[src/rtl/proc_ctrl_multi_cnt_pkg.sv]
// Shared widths and helpers for the multi-channel occupancy counter.
// Optional high-water-mark feature is enabled by defining PROC_CTRL_CNT_HWM_EN.
package proc_ctrl_multi_cnt_pkg;

    function automatic int unsigned ceil_log2(input int unsigned v);
        int unsigned r;
        r = 0;
        while ((32'd1 << r) < v) r++;
        return r;
    endfunction

    // Low bit of channel ch inside a packed per-channel vector of width w.
    function automatic int unsigned slice_lo(input int unsigned ch, input int unsigned w);
        return ch * w;
    endfunction

    localparam int unsigned DEF_NCHAN  = 4;
    localparam int unsigned DEF_LIMIT  = 8;
    localparam int unsigned DEF_MAXN   = 2;
    localparam int unsigned DEF_AF_LVL = 6;
    localparam int unsigned DEF_AE_LVL = 2;
    localparam int unsigned DEF_NB     = ceil_log2(DEF_MAXN + 1);
    localparam int unsigned DEF_CB     = ceil_log2(DEF_LIMIT + 1);

endpackage

[src/rtl/proc_ctrl_multi_cnt_if.sv]
// Packed per-channel request/status bundle between a client and the counter.
// hwm carries data only when PROC_CTRL_CNT_HWM_EN is defined.
interface proc_ctrl_multi_cnt_if
    import proc_ctrl_multi_cnt_pkg::*;
#(
    parameter int unsigned NCHAN = DEF_NCHAN,
    parameter int unsigned NB    = DEF_NB,
    parameter int unsigned CB    = DEF_CB
);
    logic [NCHAN*NB-1:0] enq_n;
    logic [NCHAN*NB-1:0] deq_n;
    logic [NCHAN-1:0]    flush;
    logic [NCHAN-1:0]    err_clr;
    logic [NCHAN*CB-1:0] count;
    logic [NCHAN-1:0]    empty;
    logic [NCHAN-1:0]    full;
    logic [NCHAN-1:0]    almost_full;
    logic [NCHAN-1:0]    almost_empty;
    logic [NCHAN-1:0]    space_ok;
    logic [NCHAN-1:0]    ovf_err;
    logic [NCHAN-1:0]    unf_err;
    logic [NCHAN*CB-1:0] hwm;

    modport master (
        output enq_n, deq_n, flush, err_clr,
        input  count, empty, full, almost_full, almost_empty,
               space_ok, ovf_err, unf_err, hwm
    );

    modport slave (
        input  enq_n, deq_n, flush, err_clr,
        output count, empty, full, almost_full, almost_empty,
               space_ok, ovf_err, unf_err, hwm
    );
endinterface

[src/rtl/proc_ctrl_multi_cnt_chan.sv]
// One occupancy channel: saturating count, level flags, sticky errors.
// High-water mark register present only when PROC_CTRL_CNT_HWM_EN is defined.
module proc_ctrl_cnt_chan
    import proc_ctrl_multi_cnt_pkg::*;
#(
    parameter int unsigned LIMIT  = DEF_LIMIT,
    parameter int unsigned MAXN   = DEF_MAXN,
    parameter int unsigned AF_LVL = DEF_AF_LVL,
    parameter int unsigned AE_LVL = DEF_AE_LVL,
    parameter int unsigned NB     = DEF_NB,
    parameter int unsigned CB     = DEF_CB
) (
    input  logic          clk_i,
    input  logic          rst_i,
    input  logic [NB-1:0] enq_i,
    input  logic [NB-1:0] deq_i,
    input  logic          flush_i,
    input  logic          err_clr_i,
    output logic [CB-1:0] count_o,
    output logic          empty_o,
    output logic          full_o,
    output logic          almost_full_o,
    output logic          almost_empty_o,
    output logic          space_ok_o,
    output logic          ovf_err_o,
    output logic          unf_err_o,
    output logic [CB-1:0] hwm_o
);
    localparam int unsigned SW = CB + 2;

    logic [CB-1:0]        count_q, count_d;
    logic                 ovf_q, ovf_d, unf_q, unf_d;
    logic                 ovf_hit, unf_hit;
    logic signed [SW-1:0] nxt;

    always_comb begin
        nxt     = $signed(SW'(count_q)) + $signed(SW'(enq_i)) - $signed(SW'(deq_i));
        count_d = count_q;
        ovf_hit = 1'b0;
        unf_hit = 1'b0;
        if (flush_i) begin
            count_d = '0;
        end else if (nxt > $signed(SW'(LIMIT))) begin
            count_d = CB'(LIMIT);
            ovf_hit = 1'b1;
        end else if (nxt < 0) begin
            count_d = '0;
            unf_hit = 1'b1;
        end else begin
            count_d = nxt[CB-1:0];
        end
        // A fresh error outranks a simultaneous clear.
        ovf_d = ovf_hit | (ovf_q & ~err_clr_i);
        unf_d = unf_hit | (unf_q & ~err_clr_i);
    end

    always_ff @(posedge clk_i or posedge rst_i) begin
        if (rst_i) begin
            count_q <= '0;
            ovf_q   <= 1'b0;
            unf_q   <= 1'b0;
        end else begin
            count_q <= count_d;
            ovf_q   <= ovf_d;
            unf_q   <= unf_d;
        end
    end

    always_comb begin
        count_o        = count_q;
        empty_o        = (count_q == '0);
        full_o         = (count_q == CB'(LIMIT));
        almost_full_o  = (count_q >= CB'(AF_LVL));
        almost_empty_o = (count_q <= CB'(AE_LVL));
        space_ok_o     = (count_q <= CB'(LIMIT - MAXN));
        ovf_err_o      = ovf_q;
        unf_err_o      = unf_q;
    end

`ifdef PROC_CTRL_CNT_HWM_EN
    logic [CB-1:0] hwm_q, hwm_d;
    logic [CB-1:0] hwm_base;

    // err_clr restarts the mark from the current count, still tracking this cycle's update.
    always_comb begin
        hwm_base = err_clr_i ? count_q : hwm_q;
        hwm_d    = (count_d > hwm_base) ? count_d : hwm_base;
    end

    always_ff @(posedge clk_i or posedge rst_i) begin
        if (rst_i) hwm_q <= '0;
        else       hwm_q <= hwm_d;
    end

    assign hwm_o = hwm_q;
`else
    assign hwm_o = '0;
`endif

endmodule

[src/rtl/proc_ctrl_multi_cnt.sv]
// Multi-channel occupancy counter: NCHAN independent saturating channels.
// Define PROC_CTRL_CNT_HWM_EN to enable per-channel high-water marks.
module proc_ctrl_multi_cnt
    import proc_ctrl_multi_cnt_pkg::*;
#(
    parameter int unsigned NCHAN  = DEF_NCHAN,
    parameter int unsigned LIMIT  = DEF_LIMIT,
    parameter int unsigned MAXN   = DEF_MAXN,
    parameter int unsigned AF_LVL = DEF_AF_LVL,
    parameter int unsigned AE_LVL = DEF_AE_LVL
) (
    input  logic                  clk,
    input  logic                  reset,
    proc_ctrl_multi_cnt_if.slave  bus
);
    localparam int unsigned NB = ceil_log2(MAXN + 1);
    localparam int unsigned CB = ceil_log2(LIMIT + 1);

    for (genvar i = 0; i < NCHAN; i++) begin : g_chan
        proc_ctrl_cnt_chan #(
            .LIMIT  (LIMIT),
            .MAXN   (MAXN),
            .AF_LVL (AF_LVL),
            .AE_LVL (AE_LVL),
            .NB     (NB),
            .CB     (CB)
        ) u_chan (
            .clk_i          (clk),
            .rst_i          (reset),
            .enq_i          (bus.enq_n[slice_lo(i, NB) +: NB]),
            .deq_i          (bus.deq_n[slice_lo(i, NB) +: NB]),
            .flush_i        (bus.flush[i]),
            .err_clr_i      (bus.err_clr[i]),
            .count_o        (bus.count[slice_lo(i, CB) +: CB]),
            .empty_o        (bus.empty[i]),
            .full_o         (bus.full[i]),
            .almost_full_o  (bus.almost_full[i]),
            .almost_empty_o (bus.almost_empty[i]),
            .space_ok_o     (bus.space_ok[i]),
            .ovf_err_o      (bus.ovf_err[i]),
            .unf_err_o      (bus.unf_err[i]),
            .hwm_o          (bus.hwm[slice_lo(i, CB) +: CB])
        );
    end

endmodule

[src/flat_wrapper.sv]
// flat-port wrapper written by rule: the top's interface ports become plain ports
module proc_ctrl_multi_cnt_flat import proc_ctrl_multi_cnt_pkg::*;
#(
    parameter int unsigned NCHAN  = DEF_NCHAN,
    parameter int unsigned LIMIT  = DEF_LIMIT,
    parameter int unsigned MAXN   = DEF_MAXN,
    parameter int unsigned AF_LVL = DEF_AF_LVL,
    parameter int unsigned AE_LVL = DEF_AE_LVL
)
  (clk, reset, bus_enq_n, bus_deq_n, bus_flush, bus_err_clr, bus_count, bus_empty, bus_full, bus_almost_full, bus_almost_empty, bus_space_ok, bus_ovf_err, bus_unf_err, bus_hwm);
  proc_ctrl_multi_cnt_if #(.NCHAN(NCHAN), .NB((2)), .CB((4))) bus_i ();
  input  logic clk;
  input  logic reset;
  input wire logic [$bits(bus_i.enq_n)-1:0] bus_enq_n;
  input wire logic [$bits(bus_i.deq_n)-1:0] bus_deq_n;
  input wire logic [$bits(bus_i.flush)-1:0] bus_flush;
  input wire logic [$bits(bus_i.err_clr)-1:0] bus_err_clr;
  output wire logic [$bits(bus_i.count)-1:0] bus_count;
  output wire logic [$bits(bus_i.empty)-1:0] bus_empty;
  output wire logic [$bits(bus_i.full)-1:0] bus_full;
  output wire logic [$bits(bus_i.almost_full)-1:0] bus_almost_full;
  output wire logic [$bits(bus_i.almost_empty)-1:0] bus_almost_empty;
  output wire logic [$bits(bus_i.space_ok)-1:0] bus_space_ok;
  output wire logic [$bits(bus_i.ovf_err)-1:0] bus_ovf_err;
  output wire logic [$bits(bus_i.unf_err)-1:0] bus_unf_err;
  output wire logic [$bits(bus_i.hwm)-1:0] bus_hwm;
  assign bus_i.enq_n = bus_enq_n;
  assign bus_i.deq_n = bus_deq_n;
  assign bus_i.flush = bus_flush;
  assign bus_i.err_clr = bus_err_clr;
  assign bus_count = bus_i.count;
  assign bus_empty = bus_i.empty;
  assign bus_full = bus_i.full;
  assign bus_almost_full = bus_i.almost_full;
  assign bus_almost_empty = bus_i.almost_empty;
  assign bus_space_ok = bus_i.space_ok;
  assign bus_ovf_err = bus_i.ovf_err;
  assign bus_unf_err = bus_i.unf_err;
  assign bus_hwm = bus_i.hwm;
  proc_ctrl_multi_cnt #(.NCHAN(NCHAN), .LIMIT(LIMIT), .MAXN(MAXN), .AF_LVL(AF_LVL), .AE_LVL(AE_LVL)) u_core (.clk(clk), .reset(reset), .bus(bus_i));
endmodule
[config.mk]
export PLATFORM = sky130hd
export DESIGN_NAME = proc_ctrl_multi_cnt_flat
export DESIGN_NICKNAME = d
export VERILOG_FILES = /design/src/rtl/proc_ctrl_multi_cnt_pkg.sv /design/src/rtl/proc_ctrl_multi_cnt_if.sv /design/src/rtl/proc_ctrl_multi_cnt_chan.sv /design/src/rtl/proc_ctrl_multi_cnt.sv /design/src/flat_wrapper.sv
export SDC_FILE = /design/constraint.sdc
export NUM_CORES = 1
export LEC_CHECK = 0
export BUFFER_PORTS_ARGS = -buffer_cell sky130_fd_sc_hd__buf_2
export CAP_MARGIN = 20
export CELL_PAD_IN_SITES_DETAIL_PLACEMENT = 0
export CELL_PAD_IN_SITES_GLOBAL_PLACEMENT = 1
export CORE_ASPECT_RATIO = 1.25
export CORE_UTILIZATION = 40
export CTS_CLUSTER_DIAMETER = 100
export DETAILED_ROUTE_END_ITERATION = 6
export PLACE_DENSITY = 0.95
export SLEW_MARGIN = 30
export SYNTH_ARGS = -nofsm -noshare
export SYNTH_HDL_FRONTEND = slang
export SYNTH_SLANG_ARGS = --single-unit
export TNS_END_PERCENT = 5
[constraint.sdc]
create_clock -name clk -period 8.1 [get_ports clk]
set_input_delay 0.81 -clock clk [delete_from_list [all_inputs] [get_ports clk]]
set_output_delay 0.81 -clock clk [all_outputs]
set_load 0.005 [all_outputs]
==> impl_metrics.py, run 1 <==
metrics = {
    "run_status": {
        "run_status": "completed",
    },
    "floorplanning": {
        "die_width_um": 72.9,
        "top_level_ports": 86,
        "placeableCoreArea_sq_um": 5930,
        "initial_core_util_pct": 42.3,
        "placementRows": 31,
        "design.die.area_sq_um": 6600,
        "die_h_um": 90.6,
    },
    "global_route": {
        "grt_remaining_overflow": 0,
        "antenna_found_initial": 0,
        "groute.usage.overall_pct": 15.2,
        "grt_pass1_wl_um": 8090,
        "grt_start_max_net_pins": 25,
        "number_of_global_route_vias_before_repair": 1836,
    },
    "worst_setup_path": {
        "slowest_delay_ns": 0.50,
        "reg2reg_setup_slack_ns": 5.29,
        "timing.critical_path.from_type": "input pin",
        "worst-r2r-cell-count": 8,
        "critPathKind": "in2reg",
        "regToRegStartpoint": "u_core.g_chan[1].u_chan.count_o[1]$_DFF_PP0_",
        "critical_path.slowest_cell": "sky130_fd_sc_hd__fa_1",
        "cp-end-kind": "flip-flop",
        "cp_cell_sequence": "buf_2 -> fa_1 -> inv_1 -> fa_1 -> and3b_1 -> or4_4 -> and2_4 -> a221oi_2",
        "critical_path_required_ns": 8.28,
        "crit_path_frequent_cell": "sky130_fd_sc_hd__fa_1",
        "cp_data_arrival_time_ns": 3.09,
        "crit-reg2reg-capture": "u_core.g_chan[1].u_chan.count_o[3]$_DFF_PP0_",
        "critical_path_peak_fanout": 3,
    },
    "detailed_routing": {
        "wl_per_cell_um": 11.9,
        "count_of_nets_left_with_antenna_violations_after_detail_routing": 0,
        "met3WireLength_um": 193,
        "drt-pass1-iter-count": 4,
        "highest_layer": "met4",
        "finalWirelength_um": 4910,
        "num_vias": 2007,
        "routed-wl-met2_um": 2530,
        "remaining_drc_errors": 0,
        "detail_route.wirelength.met1_um": 2120,
        "avgViaCountPerCell": 4.87,
        "drt_iter0_drc": 82,
    },
    "pwr": {
        "power.ir.vdd_worst_mv": 0.131,
        "power_density_over_the_cells_nw_per_um2": 347,
        "leakage_uw": 0.00152,
        "p_total_uw": 950,
    },
    "sta": {
        "finalCritPeriodShare_pct": 36.0,
        "setup_viol": 0,
        "tns_ns": 0,
        "finalHoldViolations": 0,
        "clock.fmax_mhz": 343,
        "tightestPinTransition_ns": 0.550,
        "finalMaxSlewViolations": 0,
        "finClkSkew_ns": 0.00201,
        "relSlewSlack_pct": 62.8,
        "finalWorstPathRequiredPeriod_ns": 2.92,
        "unrepaired_setup_endpoints_after_global_routing": "false",
    },
    "logic_synthesis": {
        "ys_dominant_reg_cell": "sky130_fd_sc_hd__dfrtp_1",
        "yosys_register_bits": 24,
        "yosysWarningCount": 0,
        "synth.cell_area_sq_um": 2510,
        "netlist_instances": 286,
        "syn-mean-instance-area_sq_um": 8.78,
        "count_of_flip_flops_with_a_built_in_enable_after_synthesis": 0,
        "synth_sequential_area_ratio_pct": 23.9,
        "ys_types": 40,
        "asyncSetResetFlopFracSynth_pct": 100,
    },
    "clock_network": {
        "max-clock-path-buffers": 2,
        "cts_root_buffer": "sky130_fd_sc_hd__clkbuf_8",
        "setup_buffers_after_cts": 0,
        "cts_tree": "done",
        "ctsHtreeMaxLevel": 1,
        "cts_inserted_buffers": 3,
        "cts_stage_hold_buffer_count": 0,
        "ctsResizeCount": 0,
        "skew_pair_late_insertion_delay_ns": 0.27,
        "tritoncts_num_sinks": 24,
        "clk_transition_reported_paths_ns": 0.09,
    },
    "flow_run": {
        "maxCapViolations": 0,
    },
    "min_path": {
        "hold_start": "u_core.g_chan[1].u_chan.unf_err_o$_DFF_PP0_",
        "hold_class": "reg2reg",
        "hold_depth": 1,
        "min_to": "u_core.g_chan[1].u_chan.unf_err_o$_DFF_PP0_",
    },
    "placement": {
        "gp_congestion": 0.839,
        "port_buffers": 69,
        "detailed_place_hpwl_um": 4080,
    },
    "final_layout": {
        "syn2layout_area_growth_pct": 9.12,
        "finalNetCount": 393,
        "antenna_diode_instance_count": 0,
        "drive_gt1_share_pct": 24.2,
    },
}
==> cells by family (layout without fill, tap and decap cells) <==
logic type      Yosys count  in the layout  synth area share (%)
compound gates           64             64                  18.1
xor+xnor                  9              9                  3.14
fa+ha+maj                36             36                  20.3
buf+inv                  95            124                  20.8
flops                    24             24                  23.9
mux                       1              1                 0.399
other cells               1             16                 0.149
simple gates             56             56                  13.2
==> cell type report <==
cell class	instances	area [sq um]
fillers	621	3190
multi-input cells	182	1450
flip-flops and latches	24	601
repair buffers	69	345
inverters	51	191
well taps	82	103
clock buffers	4	55.1
==> worst max path at each step <==
stage,end,slack [ns],from,cells after the start
after floorplan,u_core.g_chan[1].u_chan.count_o[3]$_DFF_PP0_,5.12,bus_enq_n[3],8
after global placement,u_core.g_chan[1].u_chan.count_o[3]$_DFF_PP0_,4.97,bus_deq_n[3],8
after detailed placement,u_core.g_chan[1].u_chan.count_o[3]$_DFF_PP0_,4.92,bus_deq_n[3],8
after CTS,u_core.g_chan[1].u_chan.count_o[3]$_DFF_PP0_,5.20,bus_deq_n[3],8
after global routing,u_core.g_chan[1].u_chan.count_o[3]$_DFF_PP0_,5.12,bus_deq_n[3],8
final,u_core.g_chan[1].u_chan.count_o[3]$_DFF_PP0_,5.18,bus_deq_n[3],8
==> flip-flops by register name, indices dropped and copies added (netlist names) <==
name,flops
u_core.g_chan.u_chan.count_o,16
u_core.g_chan.u_chan.ovf_err_o,4
u_core.g_chan.u_chan.unf_err_o,4
==> through the flow <==
step	hold WS, ns	cell area, sq um	utilization (%)	instances	worst slack, ns
2_1_floorplan	0.456	2570	-	301	5.12
3_3_place_gp	0.470	2690	45.2	408	4.97
3_5_place_dp	0.470	2690	45.2	408	4.92
4_1_cts	0.495	2740	46.2	412	5.20
5_1_grt	0.510	2740	46.2	412	5.12
6_report	0.487	2740	46.2	412	5.18
==> worst max-delay path: cells and delay by family <==
family,cells,cell delay (ns)
AOI/OAI and AO/OA,1,0.23
adders and majority gates,2,0.99
buffers and inverters,2,0.18
and+or+nand+nor,3,0.89
==> cell usage after synthesis, types with 2 or more instances <==
cell | n | share of area, %
sky130_fd_sc_hd__o31ai_1 | 4 | 1.2
sky130_fd_sc_hd__o311ai_1 | 2 | 0.70
sky130_fd_sc_hd__a21o_1 | 6 | 1.8
sky130_fd_sc_hd__and3b_1 | 4 | 1.4
sky130_fd_sc_hd__a21boi_0 | 4 | 1.2
sky130_fd_sc_hd__o211ai_1 | 2 | 0.60
sky130_fd_sc_hd__fa_1 | 8 | 6.4
sky130_fd_sc_hd__a31oi_1 | 5 | 1.2
sky130_fd_sc_hd__a22o_1 | 3 | 1.0
sky130_fd_sc_hd__o21ai_0 | 5 | 1.0
sky130_fd_sc_hd__xor2_1 | 4 | 1.4
sky130_fd_sc_hd__buf_4 | 44 | 13
sky130_fd_sc_hd__and3_1 | 8 | 2.0
sky130_fd_sc_hd__ha_1 | 28 | 14
sky130_fd_sc_hd__xnor2_1 | 5 | 1.7
sky130_fd_sc_hd__nand2b_1 | 3 | 0.75
sky130_fd_sc_hd__a311oi_1 | 2 | 0.70
sky130_fd_sc_hd__a32o_1 | 3 | 1.2
sky130_fd_sc_hd__nor2_1 | 6 | 0.90
sky130_fd_sc_hd__o2bb2ai_1 | 3 | 1.0
sky130_fd_sc_hd__a21oi_1 | 18 | 3.6
sky130_fd_sc_hd__a221o_1 | 2 | 0.80
sky130_fd_sc_hd__nor2b_1 | 9 | 2.2
sky130_fd_sc_hd__nor3_1 | 11 | 2.2
sky130_fd_sc_hd__dfrtp_1 | 24 | 24
sky130_fd_sc_hd__or4_1 | 3 | 0.90
sky130_fd_sc_hd__nand2_1 | 7 | 1.0
sky130_fd_sc_hd__inv_1 | 51 | 7.6
==> layout by cell type (no fill, tap or decap), types with 3 or more instances in the layout <==
cell type                    n
sky130_fd_sc_hd__nor3_1     11
sky130_fd_sc_hd__a32o_1      3
sky130_fd_sc_hd__dfrtp_1    24
sky130_fd_sc_hd__fa_1        8
sky130_fd_sc_hd__inv_1      50
sky130_fd_sc_hd__nand2b_1    3
sky130_fd_sc_hd__clkbuf_8    4
sky130_fd_sc_hd__a21boi_0    4
sky130_fd_sc_hd__and3b_1     4
sky130_fd_sc_hd__and3_1      8
sky130_fd_sc_hd__o21ai_0     5
sky130_fd_sc_hd__a31oi_1     5
sky130_fd_sc_hd__xnor2_1     5
sky130_fd_sc_hd__ha_1       28
sky130_fd_sc_hd__nor2b_1     9
sky130_fd_sc_hd__o31ai_1     4
sky130_fd_sc_hd__a21o_1      6
sky130_fd_sc_hd__xor2_1      4
sky130_fd_sc_hd__nand2_1     7
sky130_fd_sc_hd__buf_2      69
sky130_fd_sc_hd__or4_1       3
sky130_fd_sc_hd__conb_1     16
sky130_fd_sc_hd__nor2_1      6
sky130_fd_sc_hd__o2bb2ai_1   3
sky130_fd_sc_hd__a21oi_1    18
sky130_fd_sc_hd__a22o_1      3
==> routing by layer <==
metal,global-route usage [%],vias to the layer above
met3,2.34,10
met4,4.41,0
met2,26.5,58
met5,0,-
li1,-,1002
met1,19.1,937
==> report_power, final <==
| part | switching, uW | internal, uW |
|---|---|---|
| registers | 44.4 | 163 |
| clock network | 39.9 | 43.4 |
| logic | 349 | 310 |
Power figures use the tool's default switching activity.
==> run 2, diff against run 1 <==
CORE_UTILIZATION = 34   (was 40)
PLACE_DENSITY = 0.87   (was 0.95)
clock period = 2.6 ns   (was 8.1 ns; I/O delays follow)
==> impl_metrics.py, run 2 (synthesized netlist as in run 1, its figures left out) <==
metrics = {
    "floorplanning": {
        "initial_core_util_pct": 35.6,
        "placementRows": 34,
        "die_h_um": 98.1,
        "placeableCoreArea_sq_um": 7060,
        "die_width_um": 78.9,
        "top_level_ports": 86,
        "design.die.area_sq_um": 7740,
    },
    "pwr": {
        "pwr-share-seq_pct": 20.0,
        "leakage_uw": 0.00156,
        "power_density_over_the_cells_nw_per_um2": 1100,
        "p_sw_share_pct": 45.3,
        "clock_power_share_pct": 7.9,
        "comb_power_share_pct": 72.0,
        "intPower_uw": 1740,
        "p_sw_uw": 1440,
        "power.ir.vdd_worst_mv": 0.435,
    },
    "min_path": {
        "hold_class": "in2async",
    },
    "placement": {
        "dpl_cell_area_sq_um": 2770,
        "pre_cts_slack_ns": -0.00814,
        "gp_congestion": 0.876,
        "detailed_place_hpwl_um": 4530,
        "port_buffers": 69,
    },
    "sta": {
        "hold_slack_ns": 0.0367,
        "finalHoldViolations": 0,
        "finClkSkew_ns": 0.00171,
        "finalWorstPathRequiredPeriod_ns": 2.56,
        "clock.fmax_mhz": 391,
        "tightestPinTransition_ns": 0.547,
        "relSlewSlack_pct": 63.5,
        "finalCritPeriodShare_pct": 98.3,
        "finalMaxSlewViolations": 0,
        "setup_viol": 0,
        "finalWorstSetupSlack_ns": 0.0432,
        "unrepaired_setup_endpoints_after_global_routing": "true",
    },
    "worst_setup_path": {
        "reg2reg_setup_slack_ns": 0.04,
        "regToRegStartpoint": "u_core.g_chan[3].u_chan.count_o[1]$_DFF_PP0_",
        "critPathKind": "reg2reg",
        "critical_path_required_ns": 2.80,
        "crit-reg2reg-capture": "u_core.g_chan[3].u_chan.ovf_err_o$_DFF_PP0_",
        "critical_path_peak_fanout": 4,
        "worst-r2r-cell-count": 8,
        "cp-end-kind": "flip-flop",
        "cp_data_arrival_time_ns": 2.76,
        "timing.critical_path.from_type": "flip-flop",
    },
    "clock_network": {
        "clk_transition_reported_paths_ns": 0.09,
        "cts_root_buffer": "sky130_fd_sc_hd__clkbuf_8",
        "cts_stage_hold_buffer_count": 0,
        "tritoncts_num_sinks": 24,
        "cts_tree": "done",
        "max-clock-path-buffers": 2,
        "ctsHtreeMaxLevel": 1,
        "cts_inserted_buffers": 3,
        "skew_pair_late_insertion_delay_ns": 0.26,
    },
    "flow_run": {
        "maxCapViolations": 0,
    },
    "global_route": {
        "groute.usage.overall_pct": 14.3,
        "grt_pass1_wl_um": 9010,
        "grt_start_max_net_pins": 25,
        "grt_remaining_overflow": 0,
        "antenna_found_initial": 0,
        "number_of_global_route_vias_before_repair": 2052,
    },
    "detailed_routing": {
        "num_vias": 2080,
        "wl_per_cell_um": 13.1,
        "count_of_nets_left_with_antenna_violations_after_detail_routing": 0,
        "drt_iter0_drc": 77,
        "finalWirelength_um": 5660,
        "avgViaCountPerCell": 4.83,
        "drt-pass1-iter-count": 4,
        "remaining_drc_errors": 0,
    },
    "final_layout": {
        "syn2layout_area_growth_pct": 14.8,
        "finalInstanceArea_sq_um": 2880,
        "drive_gt1_share_pct": 31.4,
        "largest_register_ffs": 16,
        "antenna_diode_instance_count": 0,
        "most_common_library_cell_in_the_layout_ignoring_fill_and_taps": "sky130_fd_sc_hd__buf_2",
        "num-fill-cells": 752,
        "mostFrequentLayoutCells": "sky130_fd_sc_hd__buf_2, sky130_fd_sc_hd__inv_1, sky130_fd_sc_hd__ha_1, sky130_fd_sc_hd__dfrtp_1, sky130_fd_sc_hd__a21oi_1",
        "finalNetCount": 404,
    },
    "run_status": {
        "run_status": "completed",
    },
}
==> run 2: changes by cell type in the layout (fill, tap and decap cells not counted), moves of 2 or more <==
| cell | before | now |
|---|---|---|
| sky130_fd_sc_hd__or4_4 | 1 | 3 |
| sky130_fd_sc_hd__or4_1 | 3 | 1 |
| sky130_fd_sc_hd__inv_1 | 50 | 45 |
| sky130_fd_sc_hd__o31ai_1 | 4 | 2 |
| sky130_fd_sc_hd__fa_2 | 0 | 4 |
| sky130_fd_sc_hd__fa_1 | 8 | 4 |
| sky130_fd_sc_hd__inv_2 | 1 | 6 |
| sky130_fd_sc_hd__buf_4 | 0 | 11 |
==> run 2: area by class of cell <==
| class | count | area (sq um) | area share, % |
|---|---|---|---|
| Sequential cell | 24 | 601 | 20.8 |
| Clock buffer | 4 | 55.1 | 1.91 |
| Timing Repair Buffer | 80 | 428 | 14.8 |
| Tap cell | 90 | 113 | 3.90 |
| Multi-Input combinational cell | 182 | 1500 | 51.9 |
| Inverter | 51 | 191 | 6.64 |
==> run 2: repair_timing <==
item,4_1_cts,5_1_grt
setup buffers,0,2
endpoints found under the setup margin,2,19
gates resized for setup,2,14
pin swaps,1,7
==> run 2: power by group through the flow <==
stage | Combinational [uW] | Clock (uW) | Sequential, uW
2_1_floorplan | 1780 | 0 | 625
3_3_place_gp | 2110 | 0 | 632
3_5_place_dp | 2160 | 0 | 635
4_1_cts | 2180 | 268 | 630
5_1_grt | 2570 | 281 | 655
6_report | 2290 | 252 | 637
==> run 2: worst max path at each step <==
stage / startpoint / end
6_report: u_core.g_chan[3].u_chan.count_o[1]$_DFF_PP0_ / u_core.g_chan[3].u_chan.ovf_err_o$_DFF_PP0_
5_1_grt: u_core.g_chan[3].u_chan.count_o[1]$_DFF_PP0_ / u_core.g_chan[3].u_chan.count_o[3]$_DFF_PP0_
4_1_cts: u_core.g_chan[3].u_chan.count_o[1]$_DFF_PP0_ / u_core.g_chan[3].u_chan.ovf_err_o$_DFF_PP0_
3_5_place_dp: u_core.g_chan[1].u_chan.count_o[1]$_DFF_PP0_ / u_core.g_chan[1].u_chan.count_o[3]$_DFF_PP0_
3_3_place_gp: u_core.g_chan[1].u_chan.count_o[1]$_DFF_PP0_ / u_core.g_chan[1].u_chan.count_o[3]$_DFF_PP0_
2_1_floorplan: u_core.g_chan[1].u_chan.count_o[1]$_DFF_PP0_ / u_core.g_chan[1].u_chan.count_o[3]$_DFF_PP0_
==> run 2: worst max-delay path: stages (launching register included) <==
cell                       delay (ns)
sky130_fd_sc_hd__dfrtp_1         0.35
sky130_fd_sc_hd__inv_1           0.08
sky130_fd_sc_hd__fa_1            0.54
sky130_fd_sc_hd__inv_1           0.07
sky130_fd_sc_hd__fa_2            0.39
sky130_fd_sc_hd__and3b_2         0.25
sky130_fd_sc_hd__or4_4           0.51
sky130_fd_sc_hd__o311ai_2        0.12
sky130_fd_sc_hd__a22o_1          0.18
==> run 2: layer usage <==
metal  up-vias  global-route usage [%]  wire length, um
li1       1019                       -                -
met4         0                    3.78               63
met2        59                    26.8             3040
met3         6                    1.68              209
met5         -                       0                0
met1       996                    17.0             2350
==> run 2: metrics by stage <==
step	cells	TNS (ns)	power (uW)	utilization [%]
floorplan	301	0	2400	-
global placement	425	0	2740	39.2
detailed placement	425	-0.00814	2800	39.2
CTS	429	-0.0203	3070	39.9
global route	431	-0.162	3500	40.8
finish	431	0	3180	40.8
